--- src/rtl/tag_dispatcher.sv ---
// -----------------------------------------------------------------------------
// tag_dispatcher
//
// Initiator side of the double-buffer tag protocol. Hands out buffer tags
// round-robin to incoming tile requests (tag_req), re-runs compute on the most
// recently allocated tag (tag_reuse), closes it (tag_flush), and routes the
// ldmem / compute / stmem done pulses to whichever tag is currently active in
// each pipeline stage. Sits between the instruction decoder and the per-buffer
// tag FSMs.
//
// Build option:
//   TAG_DISPATCH_STATS_EN  when defined, adds saturating counters
//                          stat_alloc_cnt (accepted requests) and
//                          stat_stall_cnt (cycles with blk_req & ~blk_ready).
//
// Ports:
//   clk, reset                 clock, synchronous active-high reset
//   blk_req/blk_reuse/blk_flush decoder commands
//   blk_bias_prev_sw, blk_ddr_pe_sw  switches broadcast with req/reuse pulses
//   blk_ready                  a request can be accepted this cycle
//   all_idle                   every tag done and dispatcher idle
//   tag_req/tag_reuse/tag_flush one-hot, single-cycle pulses to the tag FSMs
//   tag_bias_prev_sw, tag_ddr_pe_sw  registered broadcast switches
//   tag_ready, tag_done        per-tag status from the tag FSMs
//   *_tag_ready, next_compute_tag    per-tag stage status from the tag FSMs
//   ldmem_done/compute_done/stmem_done  stage completion pulses
//   *_tag_done                 completion pulses steered to the active tag
//   *_ready                    readiness of the active tag in each stage
//   ldmem_tag/compute_tag/stmem_tag  active tag index of each stage
// -----------------------------------------------------------------------------
module tag_dispatcher #(
    parameter int NUM_TAGS = 2,
    parameter int TAG_W    = $clog2(NUM_TAGS),
    parameter int CNT_W    = 16
) (
    input  logic                clk,
    input  logic                reset,

    input  logic                blk_req,
    input  logic                blk_reuse,
    input  logic                blk_flush,
    input  logic                blk_bias_prev_sw,
    input  logic                blk_ddr_pe_sw,
    output logic                blk_ready,
    output logic                all_idle,

    output logic [NUM_TAGS-1:0] tag_req,
    output logic [NUM_TAGS-1:0] tag_reuse,
    output logic [NUM_TAGS-1:0] tag_flush,
    output logic                tag_bias_prev_sw,
    output logic                tag_ddr_pe_sw,
    input  logic [NUM_TAGS-1:0] tag_ready,
    input  logic [NUM_TAGS-1:0] tag_done,

    input  logic [NUM_TAGS-1:0] ldmem_tag_ready,
    input  logic [NUM_TAGS-1:0] compute_tag_ready,
    input  logic [NUM_TAGS-1:0] stmem_tag_ready,
    input  logic [NUM_TAGS-1:0] next_compute_tag,

    input  logic                ldmem_done,
    input  logic                compute_done,
    input  logic                stmem_done,
    output logic [NUM_TAGS-1:0] ldmem_tag_done,
    output logic [NUM_TAGS-1:0] compute_tag_done,
    output logic [NUM_TAGS-1:0] stmem_tag_done,
    output logic                ldmem_ready,
    output logic                compute_ready,
    output logic                stmem_ready,
`ifdef TAG_DISPATCH_STATS_EN
    output logic [CNT_W-1:0]    stat_alloc_cnt,
    output logic [CNT_W-1:0]    stat_stall_cnt,
`endif
    output logic [TAG_W-1:0]    ldmem_tag,
    output logic [TAG_W-1:0]    compute_tag,
    output logic [TAG_W-1:0]    stmem_tag
);

    // Pointer arithmetic below wraps by plain overflow, so the tag count must
    // fill the index width exactly.
    if ((NUM_TAGS < 2) || ((NUM_TAGS & (NUM_TAGS - 1)) != 0) ||
        (TAG_W != $clog2(NUM_TAGS)) || (CNT_W < 1)) begin : g_bad_params
        $error("tag_dispatcher: NUM_TAGS must be a power of two >= 2, TAG_W = clog2(NUM_TAGS), CNT_W >= 1");
    end

    typedef enum logic [1:0] {
        ST_IDLE,
        ST_BUSY,
        ST_DRAIN
    } state_t;

    localparam logic [TAG_W-1:0] PTR_ONE  = TAG_W'(1);
    localparam logic [TAG_W-1:0] PTR_LAST = TAG_W'(NUM_TAGS - 1);

    state_t           state_q, state_d;

    logic [TAG_W-1:0] alloc_ptr;   // next tag to hand out
    logic [TAG_W-1:0] last_ptr;    // most recently allocated tag
    logic [TAG_W-1:0] ld_ptr;
    logic [TAG_W-1:0] cmp_ptr;
    logic [TAG_W-1:0] st_ptr;

    logic             accept;
    logic             reuse_fire;
    logic             flush_fire;
    logic             ld_fire;
    logic             cmp_fire;
    logic             st_fire;
    logic             cmp_advance;

    function automatic logic [NUM_TAGS-1:0] one_hot(input logic [TAG_W-1:0] idx);
        logic [NUM_TAGS-1:0] v;
        v      = '0;
        v[idx] = 1'b1;
        return v;
    endfunction

    // -------------------------------------------------------------------------
    // Command qualification
    // -------------------------------------------------------------------------
    assign blk_ready  = tag_ready[alloc_ptr] && (state_q != ST_DRAIN);
    assign accept     = blk_req && blk_ready;
    // A reuse that coincides with an accepted request is dropped: the new
    // request becomes the last allocated tag, so the reuse target is stale.
    assign reuse_fire = blk_reuse && !accept && (state_q != ST_IDLE);
    // A flush always targets the tag allocated before this cycle's request.
    assign flush_fire = blk_flush && (state_q != ST_IDLE);

    assign all_idle   = (&tag_done) && (state_q == ST_IDLE);

    // -------------------------------------------------------------------------
    // Stage steering. A done pulse for a tag that is not ready in that stage
    // is a protocol error: it is swallowed and the stage pointer holds.
    // -------------------------------------------------------------------------
    assign ld_fire     = ldmem_done   && ldmem_tag_ready[ld_ptr];
    assign cmp_fire    = compute_done && compute_tag_ready[cmp_ptr];
    assign st_fire     = stmem_done   && stmem_tag_ready[st_ptr];
    assign cmp_advance = next_compute_tag[cmp_ptr];

    assign ldmem_tag_done   = ld_fire  ? one_hot(ld_ptr)  : '0;
    assign compute_tag_done = cmp_fire ? one_hot(cmp_ptr) : '0;
    assign stmem_tag_done   = st_fire  ? one_hot(st_ptr)  : '0;

    assign ldmem_ready   = ldmem_tag_ready[ld_ptr];
    assign compute_ready = compute_tag_ready[cmp_ptr];
    assign stmem_ready   = stmem_tag_ready[st_ptr];

    assign ldmem_tag   = ld_ptr;
    assign compute_tag = cmp_ptr;
    assign stmem_tag   = st_ptr;

    // -------------------------------------------------------------------------
    // Dispatcher FSM
    // -------------------------------------------------------------------------
    always_ff @(posedge clk) begin
        // NOTE: sequential state uses non-blocking assignments so every
        // register samples pre-edge values regardless of statement order.
        if (reset) begin
            state_q <= ST_IDLE;
        end else begin
            state_q <= state_d;
        end
    end

    always_comb begin
        // NOTE: default first, so no path through the case leaves state_d
        // unassigned and no latch is inferred.
        state_d = state_q;
        unique case (state_q)
            ST_IDLE: begin
                if (accept) begin
                    state_d = ST_BUSY;
                end
            end
            ST_BUSY: begin
                // Closing the last tag with nothing left to load: wait for
                // every buffer to finish before accepting more work.
                if (flush_fire && (alloc_ptr == ld_ptr)) begin
                    state_d = ST_DRAIN;
                end
            end
            ST_DRAIN: begin
                if (&tag_done) begin
                    state_d = ST_IDLE;
                end
            end
            default: begin
                state_d = ST_IDLE;
            end
        endcase
    end

    // -------------------------------------------------------------------------
    // Pointers
    // -------------------------------------------------------------------------
    always_ff @(posedge clk) begin
        if (reset) begin
            alloc_ptr <= '0;
            last_ptr  <= PTR_LAST;
            ld_ptr    <= '0;
            cmp_ptr   <= '0;
            st_ptr    <= '0;
        end else begin
            if (accept) begin
                alloc_ptr <= alloc_ptr + PTR_ONE;
                last_ptr  <= alloc_ptr;
            end
            if (ld_fire) begin
                ld_ptr <= ld_ptr + PTR_ONE;
            end
            if (cmp_advance) begin
                cmp_ptr <= cmp_ptr + PTR_ONE;
            end
            if (st_fire) begin
                st_ptr <= st_ptr + PTR_ONE;
            end
        end
    end

    // -------------------------------------------------------------------------
    // Registered command pulses. Each is high for exactly the cycle after the
    // command was qualified; flush uses last_ptr before this cycle's update.
    // -------------------------------------------------------------------------
    always_ff @(posedge clk) begin
        if (reset) begin
            tag_req          <= '0;
            tag_reuse        <= '0;
            tag_flush        <= '0;
            tag_bias_prev_sw <= 1'b0;
            tag_ddr_pe_sw    <= 1'b0;
        end else begin
            tag_req   <= accept     ? one_hot(alloc_ptr) : '0;
            tag_reuse <= reuse_fire ? one_hot(last_ptr)  : '0;
            tag_flush <= flush_fire ? one_hot(last_ptr)  : '0;
            // Switches are captured alongside the pulse they qualify and then
            // held until the next req/reuse.
            if (accept || reuse_fire) begin
                tag_bias_prev_sw <= blk_bias_prev_sw;
                tag_ddr_pe_sw    <= blk_ddr_pe_sw;
            end
        end
    end

`ifdef TAG_DISPATCH_STATS_EN
    // -------------------------------------------------------------------------
    // Saturating statistics counters
    // -------------------------------------------------------------------------
    always_ff @(posedge clk) begin
        if (reset) begin
            stat_alloc_cnt <= '0;
            stat_stall_cnt <= '0;
        end else begin
            if (accept && (stat_alloc_cnt != '1)) begin
                stat_alloc_cnt <= stat_alloc_cnt + CNT_W'(1);
            end
            if (blk_req && !blk_ready && (stat_stall_cnt != '1)) begin
                stat_stall_cnt <= stat_stall_cnt + CNT_W'(1);
            end
        end
    end
`endif

endmodule

--- config.mk ---
export PLATFORM = sky130hd
export DESIGN_NAME = tag_dispatcher
export DESIGN_NICKNAME = d
export VERILOG_FILES = /design/src/rtl/tag_dispatcher.sv
export SDC_FILE = /design/constraint.sdc
export NUM_CORES = 1
export LEC_CHECK = 0
export BUFFER_PORTS_ARGS = -buffer_cell sky130_fd_sc_hd__buf_2
export CORE_MARGIN = 4
export CORE_UTILIZATION = 36
export DETAILED_ROUTE_END_ITERATION = 8
export GPL_ROUTABILITY_DRIVEN = 0
export PLACE_DENSITY = 0.73
export RECOVER_POWER = 50
export SYNTH_ARGS = -nofsm -noshare
export SYNTH_HDL_FRONTEND = slang
export SYNTH_SLANG_ARGS = --single-unit
--- constraint.sdc ---
create_clock -name clk -period 1.2 [get_ports clk]
set_input_delay 0.18 -clock clk [delete_from_list [all_inputs] [get_ports clk]]
set_output_delay 0.18 -clock clk [all_outputs]
set_load 0.01 [all_outputs]
==> impl_results.md <==
* Prevailing post-synth register cell: dfxtp_1
* Post-DP Area at ~940 um^2
* Class of the worst hold path: in -> reg
* Count of warnings emitted by yosys at 0
* Leading area contributor after synthesis: dfxtp_1
* Post-DRT Antenna Nets at 0
* Max_slew headroom at 85.4%
* Most frequent cell after synthesis: dfxtp_1
* Fmax at around 0.74 GHz
* N_diodes at 0
* Fin util at 63.4%
* Hold path startpoint: next_compute_tag[1]
* WS Path Type: reg -> out
* Max stage delay cell, worst path: dfxtp_2
* Core area at 1750 um^2
* Largest net degree at the start of global routing at 12
* Row count at 15
* Flop2flop setup slack at -0.09 ns
* Hold_buf cts at 0
* EDFF count, synth at 0
* Crit-path max FO at 2
* Unrepaired setup endpoints after global routing: true
* TNS Setup at -0.790 ns
* WP data arrival at 1.18 ns
* Syn Nets at 90
* Drc violations at 0
* Crit-path max cell delay at 0.34 ns
* Peak supply drop at between 600 and 700 uV
* Outcome: complete, but fails checks
* DPL Wire Length at 1380 um
* Cell area power density at 1090 nW/um^2
* Highest Signal Layer: met4
* Starting DRT DRC Count at 11
* Leak at 0.563 nW
* CTS Buf Count at 3
* Fraction of layout cells with a size suffix above 1 at 54.0%
* Least-Margin Pin Slew at 0.216 ns
* Initial antenna violation count at 0
* Synth top area share at between 40% and 50%
* Worst Skew at 0.00997 ns
* Reg2reg path depth at 4
* Syn_area_per_cell at 9.83 um^2
* Crit-path cells: mux2_4 -> and2_4 -> buf_6
* Root buffer cell: clkbuf_4
* CP Capture Type: output pin
* Final worst path period share at 113%
* Failing checks: setup timing
* IO Port Bufs at 43
* IO Count at 44
* Post-synthesis sequential area ratio at 44.9%
* Final setup vio count at 10
* Met2 wire len at 1080 um
* Max clock buf depth at 2
* Final wirelength at roughly 2100 um
* Most frequent cells after synthesis: dfxtp_1, and3_1, nor2_1
* Mapped Area at 668 um^2
* Die width at 51.1 um
* Final Critical Period at 1.36 ns
* Layout area overhead at 65.7%
* Final Hold Viols at 0
* GR Overflow Total at 0
* First-pass GRT wire length at 3290 um
* Clock transition at path regs at 0.10 ns
* Post-place setup slack at 0.00793 ns
* Wirelength per Cell at around 14 um
* Number of clock sinks at 15
* Required time of the critical path at 1.02 ns
* Final setup margin at -0.160 ns
* CP startpoint kind: register
* Initial core utilization at 38.3%
* Netlist cell types at 29
* Worst Hold Depth at 2
* GRT Resource Usage Total at 17.2%
* Hold Path End: compute_tag$_SDFFE_PP0P_
* H-tree depth at 1
* Reg2Reg Capture Point: tag_ddr_pe_sw$_SDFFE_PP0P_
* Max cap viols at 0
* Critical R2R Launch: alloc_ptr$_SDFFE_PP0P_
* Synthesized instance count at 68
* Ys async rst share at 0%
* Largest cells by area after synthesis: dfxtp_1, mux2_2, and3_1, and3b_1, mux2i_1
* WL met1 at 779 um
* Via density at 4.89
* WL met3 at approximately 180 um
* Max Slew Vio Count at 0
* Cell area after layout at 1110 um^2
* CTS tree: built
* DRT Pass-1 Iters at 4
* Clock latency on the worst-skew pair at 0.29 ns
* Synthesis-stage register bit count at 15
* Worst setup path start: alloc_ptr$_SDFFE_PP0P_
* Final nets at between 100 and 150
* Die Y at 51.1 um
* Vias in the first global route at 740
* Die area at 2610 um^2
* DR vias at 729
## timing repair
item                       CTS  global route
resized for setup           23             7
setup buffers                8             1
pin swaps                    4             4
setup endpoints to repair   11            18
## sequential cells by signal, summed over array words and instances, names as in the netlist
signal and cells:
alloc_ptr 1, stmem_tag 1, tag_flush 2, tag_ddr_pe_sw 1
tag_bias_prev_sw 1, compute_tag 1, tag_req 2, ldmem_tag 1
last_ptr 1, tag_reuse 2, state_q 2
## cell usage in the layout, fill, tap and decap left out, types with 2 or more instances in the layout
| cell type | n |
|---|---|
| buf_2 | 30 |
| dfxtp_1 | 11 |
| buf_6 | 9 |
| clkbuf_1 | 8 |
| buf_4 | 7 |
| mux2_4 | 4 |
| nor2_1 | 4 |
| nand2_1 | 4 |
| nor3_1 | 4 |
| and3b_1 | 3 |
| and3_1 | 3 |
| inv_1 | 3 |
| clkbuf_4 | 3 |
| and3_4 | 2 |
| nand4_1 | 2 |
| and4_1 | 2 |
| mux2i_1 | 2 |
| a21oi_1 | 2 |
| dfxtp_2 | 2 |
| dfxtp_4 | 2 |
## per-layer routing
metal	vias up	GRT usage, %
met5	-	0
met4	0	9.42
met3	5	6.12
met2	34	31.1
met1	329	16.7
li1	361	-
## area by class of cell
type                    count  area, um^2
multi-input cells          48         393
inverters                   3        11.3
fillers                   148         638
clock inverters             1        5.00
flip-flops and latches     15         310
clock buffers               3        22.5
repair buffers             54         334
well taps                  25        31.3
## stage by stage
| step | total power [mW] | std cells | hold slack [ns] |
|---|---|---|---|
| global route | 1.26 | 149 | 0.0566 |
| detailed placement | 0.828 | 138 | 0.369 |
| CTS | 1.21 | 150 | 0.0502 |
| global placement | 0.819 | 138 | 0.372 |
| finish | 1.20 | 149 | 0.0654 |
| floorplan | 0.706 | 68 | 0.279 |
## cell families (layout without fill, tap and decap cells)
group	after synthesis	after routing	synth area share, %
flip-flops	15	15	44.9
AO/OA/AOI/OAI	10	10	11.2
multiplexers	6	6	10.3
buffers and inverters	5	61	2.99
XOR/XNOR	1	1	1.31
AND/OR/NAND/NOR	31	31	29.2
## critical path: cells and delay by family (launching register included)
family | cells | cell delay (ns)
buffers and inverters | 1 | 0.11
DFF | 1 | 0.34
muxes | 1 | 0.30
and+or+nand+nor | 1 | 0.14
## power by group
| group | switching (mW) | leakage, nW | internal [mW] |
|---|---|---|---|
| sequential | 0.0255 | 0.125 | 0.529 |
| combinational | 0.156 | 0.420 | 0.195 |
| clock | 0.172 | 0.0177 | 0.124 |
## how the worst max path moves through the flow
stage | cells after the start | endpoint
finish | 3 | blk_ready
global route | 3 | blk_ready
CTS | 3 | blk_ready
detailed placement | 3 | blk_ready
global placement | 3 | blk_ready
floorplan | 3 | tag_bias_prev_sw$_SDFFE_PP0P_
No activity file was read; power rests on OpenSTA's default activity.
